### src/rtl/lsr_accum.sv
// lsr_accum: streaming (x, y) accumulator feeding the LSR solver.
// Optional LSR_ACC_SAT_EN: saturating sums plus sticky acc_ovf output.
`timescale 1ns/1ps
module lsr_accum #(
   parameter int DATA_SIZE = 7,
   parameter int WIDTH     = 16,
   parameter int ACC_W     = 40,
   parameter int CNT_W     = 8
) (
   input  logic                    clk,
   input  logic                    rst,
   input  logic                    start,
   input  logic                    in_valid,
   output logic                    in_ready,
   input  logic                    in_last,
   input  logic signed [WIDTH-1:0] x_in,
   input  logic signed [WIDTH-1:0] y_in,
   output logic                    out_valid,
   input  logic                    out_ready,
   output logic [CNT_W-1:0]        n_out,
   output logic signed [ACC_W-1:0] sum_x,
   output logic signed [ACC_W-1:0] sum_y,
   output logic signed [ACC_W-1:0] sum_xy,
   output logic signed [ACC_W-1:0] sum_xx,
   output logic                    busy
`ifdef LSR_ACC_SAT_EN
   ,output logic                   acc_ovf
`endif
);

   typedef enum logic [1:0] {IDLE, ACCUM, DRAIN, DONE} state_t;

   state_t state, state_nx;

   logic                      accept;
   logic                      close;
   logic                      clr;
   logic                      s1_v;
   logic [CNT_W-1:0]          a_cnt;
   logic signed [WIDTH-1:0]   s1_x, s1_y;
   logic signed [2*WIDTH-1:0] s1_xy, s1_xx;
   logic signed [2*WIDTH-1:0] x_w, y_w;
   logic signed [ACC_W-1:0]   x_e, y_e, xy_e, xx_e;

`ifdef LSR_ACC_SAT_EN
   localparam logic signed [ACC_W-1:0] ACC_MAX = {1'b0, {(ACC_W-1){1'b1}}};
   localparam logic signed [ACC_W-1:0] ACC_MIN = {1'b1, {(ACC_W-1){1'b0}}};

   function automatic logic ovf_acc(
      input logic signed [ACC_W-1:0] a,
      input logic signed [ACC_W-1:0] b
   );
      logic signed [ACC_W-1:0] s;
      s = a + b;
      return (a[ACC_W-1] == b[ACC_W-1]) && (s[ACC_W-1] != a[ACC_W-1]);
   endfunction
`endif

   function automatic logic signed [ACC_W-1:0] add_acc(
      input logic signed [ACC_W-1:0] a,
      input logic signed [ACC_W-1:0] b
   );
      logic signed [ACC_W-1:0] s;
      s = a + b;
`ifdef LSR_ACC_SAT_EN
      if (ovf_acc(a, b)) s = a[ACC_W-1] ? ACC_MIN : ACC_MAX;
`endif
      return s;
   endfunction

   assign accept = in_valid & in_ready;
   assign close  = in_last | (a_cnt == CNT_W'(DATA_SIZE - 1));
   assign clr    = (state == IDLE) & start;
   assign x_w    = (2*WIDTH)'(x_in);
   assign y_w    = (2*WIDTH)'(y_in);
   assign x_e    = ACC_W'(s1_x);
   assign y_e    = ACC_W'(s1_y);
   assign xy_e   = ACC_W'(s1_xy);
   assign xx_e   = ACC_W'(s1_xx);

   always_ff @(posedge clk or negedge rst) begin
      if (!rst) state <= IDLE;
      else      state <= state_nx;
   end

   always_comb begin
      state_nx  = state;
      in_ready  = 1'b0;
      out_valid = 1'b0;
      busy      = 1'b1;
      case (state)
         IDLE: begin
            busy = 1'b0;
            if (start) state_nx = ACCUM;
         end
         ACCUM: begin
            in_ready = 1'b1;
            if (in_valid && close) state_nx = DRAIN;
         end
         // wait until the last product has landed in the sums
         DRAIN: if (!s1_v) state_nx = DONE;
         DONE: begin
            out_valid = 1'b1;
            if (out_ready) state_nx = IDLE;
         end
         default: state_nx = IDLE;
      endcase
   end

   always_ff @(posedge clk or negedge rst) begin
      if (!rst) begin
         s1_v  <= 1'b0;
         s1_x  <= '0;
         s1_y  <= '0;
         s1_xy <= '0;
         s1_xx <= '0;
         a_cnt <= '0;
      end else begin
         s1_v <= accept;
         if (accept) begin
            s1_x  <= x_in;
            s1_y  <= y_in;
            s1_xy <= x_w * y_w;
            s1_xx <= x_w * x_w;
         end
         if (clr)         a_cnt <= '0;
         else if (accept) a_cnt <= a_cnt + CNT_W'(1);
      end
   end

   always_ff @(posedge clk or negedge rst) begin
      if (!rst) begin
         n_out  <= '0;
         sum_x  <= '0;
         sum_y  <= '0;
         sum_xy <= '0;
         sum_xx <= '0;
      end else if (clr) begin
         n_out  <= '0;
         sum_x  <= '0;
         sum_y  <= '0;
         sum_xy <= '0;
         sum_xx <= '0;
      end else if (s1_v) begin
         n_out  <= n_out + CNT_W'(1);
         sum_x  <= add_acc(sum_x, x_e);
         sum_y  <= add_acc(sum_y, y_e);
         sum_xy <= add_acc(sum_xy, xy_e);
         sum_xx <= add_acc(sum_xx, xx_e);
      end
   end

`ifdef LSR_ACC_SAT_EN
   always_ff @(posedge clk or negedge rst) begin
      if (!rst)      acc_ovf <= 1'b0;
      else if (clr)  acc_ovf <= 1'b0;
      else if (s1_v) acc_ovf <= acc_ovf
                               | ovf_acc(sum_x, x_e)
                               | ovf_acc(sum_y, y_e)
                               | ovf_acc(sum_xy, xy_e)
                               | ovf_acc(sum_xx, xx_e);
   end
`endif

endmodule

### config.mk
export PLATFORM = sky130hd
export DESIGN_NAME = lsr_accum
export DESIGN_NICKNAME = d
export VERILOG_FILES = /design/src/rtl/lsr_accum.sv
export SDC_FILE = /design/constraint.sdc
export NUM_CORES = 2
export LEC_CHECK = 0
export BUFFER_PORTS_ARGS = -buffer_cell sky130_fd_sc_hd__buf_4
export CORE_ASPECT_RATIO = 1.75
export CORE_MARGIN = 8
export CORE_UTILIZATION = 30
export CTS_BUF_LIST = sky130_fd_sc_hd__clkbuf_4
export DETAILED_ROUTE_END_ITERATION = 12
export REMOVE_ABC_BUFFERS = 1
export SYNTH_ARGS = -nofsm -noshare
export SYNTH_HDL_FRONTEND = slang
export SYNTH_SLANG_ARGS = --single-unit
### constraint.sdc
create_clock -name clk -period 4.5 [get_ports clk]
set_input_delay 0.225 -clock clk [delete_from_list [all_inputs] [get_ports clk]]
set_output_delay 0.225 -clock clk [all_outputs]
set_load 0.01 [all_outputs]
==> flow_summary.json <==
{
  "status": "complete, but fails checks",
  "failed_checks": "setup timing",
  "synth_top_cell_by_area": "fa_1",
  "finalNonFillerCells": 6403,
  "clkSinkCount": 273,
  "clock_path_buffers": 3,
  "finalSetupTns_ps": -9840,
  "cts_tree": "built",
  "synthesis.instances": 4133,
  "crit_top_cell": "fa_1",
  "critPathSlowestCell": "fa_1",
  "die_width_um": 282,
  "cp.depth": 23,
  "rrSetupSlack_ps": 790,
  "drt-total-wl_um": 105000,
  "yosys-top-cells-count": "inv_1 (650), fa_1 (499), nand2_1 (475)",
  "grt_pass1_wl_um": 171000,
  "place_inst": 6164,
  "r2r-start": "sum_x[0]$_DFFE_PN0P_",
  "setup_ws_ps": -494,
  "finalClockSkew_ps": 44.1,
  "critPathLaunch": "x_in[5]",
  "port_buffers": 208,
  "arrival_ps": 5760,
  "path_buf_inv": 5,
  "area_growth_pct": 24.8,
  "end_kind": "flop",
  "crit_end": "s1_xy[31]$_DFFE_PN0P_",
  "synth_edf_count": 0,
  "drive_above_1_share_pct": 20.6,
  "r2r_end": "sum_x[36]$_DFFE_PN0P_",
  "io_pins": 209,
  "coreArea_um2": 123000,
  "yosysUniqueCellTypes": 84,
  "grt_overflow": 0,
  "rsz0062_at_grt": "true",
  "met1Wirelength_um": 38000,
  "postLayoutCellArea_um2": 46300,
  "wl_met2_um": 58200,
  "grt_antenna_before_repair": 8,
  "start_kind": "input port",
  "yosys_warnings": 0,
  "syn_area_um2": 37100,
  "wl_met3_um": 4410,
  "num_rows": 170,
  "worstSkewPairLatency_ps": 900,
  "viasPerCell": 4.77,
  "drv_slew": 0,
  "tightestPinTransition_ps": 988,
  "hpwlAfterDp_um": 84300,
  "synth_top_area_share_pct": 26.9,
  "grt_pass1_vias": 33600,
  "ant_nets": 0,
  "fin_crit_ps": 4990,
  "place.gp.congestion": 0.885,
  "crit_chain": "buf_12 > buf_12 > buf_12 > and2_4 > fa_1 > inv_1 > fa_2 > fa_1 > fa_1 > inv_1 > fa_1 > fa_1 > ha_4 > and3_4 > o21ai_2 > o21ai_2 > o2111ai_2 > a31o_2 > a21o_1 > o311ai_2 > a21oi_1 > xnor2_1 > o21ai_1",
  "cts_max_level": 3,
  "yosysMostFrequentCell": "inv_1",
  "synth-seq-area-share_pct": 18.4,
  "synth_top_flop_cell": "dfrtp_1",
  "worst-path-max-fanout": 6,
  "max-cap-violations": 0,
  "placed_cell_area_um2": 42800,
  "async_reset_ff_share_pct": 100,
  "min_period_over_period_pct": 111,
  "path_clk_slew_ps": 80,
  "fmax_mhz": 200,
  "grt_usage_pct": 15.8,
  "relSlewSlack_pct": 33.9,
  "crit_family": "adder cells",
  "cts_buffers": 72,
  "r2r_cells": 13,
  "crit_path_max_incr_delay_ps": 540,
  "avgSynthCellArea_um2": 8.97,
  "drt_iter0_drc": 1134,
  "hold_path.class": "input port to flop",
  "die_h_um": 481,
  "cts_root_buf": "clkbuf_4",
  "crit_type": "input port to flop",
  "hold_viol": 0,
  "ys_top_cells_by_area": "fa_1 (27%), dfrtp_1 (18%), ha_1 (11%), inv_1 (6.6%), nand2_1 (4.8%)",
  "die_area_um2": 136000,
  "ys_ff_latch": 273,
  "vias": 30500,
  "nNetsFinal": 5589,
  "drc_errors": 0,
  "top_layer": "met5",
  "drtPass1Iterations": 5,
  "grt_max_degree": 157,
  "routedWlPerCell_um": 16.4,
  "setup_violations": 33,
  "required_ps": 5260,
  "start_util_pct": 30.2
}
==> worst min path at each step <==
stage / start / end / slack, ps / depth (start not counted)
2_1_floorplan: rst / a_cnt[0]$_DFFE_PN0P_ / -70 / 0
3_3_place_gp: rst / sum_xy[31]$_DFFE_PN0P_ / 230 / 1
3_5_place_dp: rst / sum_xy[31]$_DFFE_PN0P_ / 230 / 1
4_1_cts: x_in[0] / s1_xy[1]$_DFFE_PN0P_ / 2 / 6
5_1_grt: x_in[2] / s1_xy[2]$_DFFE_PN0P_ / 80 / 7
6_report: x_in[2] / s1_xy[2]$_DFFE_PN0P_ / 120 / 7
==> stage by stage <==
step	utilization (%)	hold WS, ps	setup slack, ps
6_report	37.7	120	-494
5_1_grt	37.7	80.5	-615
4_1_cts	37.2	1.87	-442
3_5_place_dp	34.9	233	-1740
3_3_place_gp	34.9	232	-1720
2_1_floorplan	-	-70.6	-3980
==> layer usage <==
layer / global-route usage [%] / up-vias
met5: 0 / -
met4: 6.38 / 6
met3: 2.97 / 220
met2: 30.8 / 516
met1: 16.1 / 15200
li1: - / 14600
==> cells in the final DEF, fill, tap and decap left out, drive strengths merged, types with 8 or more instances in the layout <==
cell type / synthesis / layout
buf: 18 / 601
a31o: 12 / 12
ha: 337 / 337
o21bai: 28 / 28
and2: 172 / 172
nand3: 47 / 47
and3: 32 / 32
xor2: 74 / 74
dlygate4sd3: 0 / 61
nand4: 21 / 21
clkbuf: 136 / 101
clkinv: 3 / 17
a21boi: 10 / 10
a31oi: 24 / 24
o211ai: 10 / 10
a21oi: 218 / 218
o21a: 30 / 30
nand2: 475 / 475
nor3: 39 / 39
inv: 650 / 650
dfrtp: 273 / 273
nor2: 278 / 278
a211oi: 35 / 35
fa: 499 / 499
a21o: 101 / 101
nand2b: 31 / 31
o31ai: 9 / 9
nor2b: 20 / 20
o22ai: 10 / 10
diode: 0 / 8
mux2i: 99 / 99
or3: 10 / 10
xnor2: 150 / 150
o21ai: 180 / 180
==> area by class of cell <==
class / instances / area (um2)
fillers: 12400 / 76500
multi-input cells: 3053 / 28200
flip-flops and latches: 273 / 6840
repair buffers: 662 / 5750
inverters: 653 / 2480
well taps: 1634 / 2040
clock buffers: 101 / 758
clock inverters: 19 / 168
diodes: 8 / 20.0
==> what timing repair did <==
action,CTS,global route
endpoints found under the hold margin,403,0
hold buffers,62,0
cloned,1,0
setup buffers,37,15
gates resized for setup,240,128
pin swaps,140,92
endpoints found under the setup margin,36,38
==> tightest hold or removal path: stages <==
cell and delay [ps]:
buf_12 120, buf_4 170, and2_1 130, ha_1 120, ha_1 120, nand2_1 50
nand2_1 50
==> state kept, by name (all words and copies together), names as in the netlist <==
register and flops:
s1_xx 30, sum_xx 40, a_cnt 8, n_out 8, s1_v 1, sum_x 40, state 2, s1_x 16
s1_y 16, s1_xy 32, sum_y 40, sum_xy 40
==> logic make-up after synthesis <==
group,Yosys count,synth area share [%]
AND/OR/NAND/NOR,1167,14.5
adder cells (fa/ha/maj),836,38.3
buffers and inverters,807,8.18
AO/OA/AOI/OAI,725,12.5
flip-flops,273,18.4
XOR/XNOR,224,5.29
multiplexers,101,2.73
Power is not shown: default switching activity piles up to over one toggle a cycle in this logic, so the estimate is an artifact.
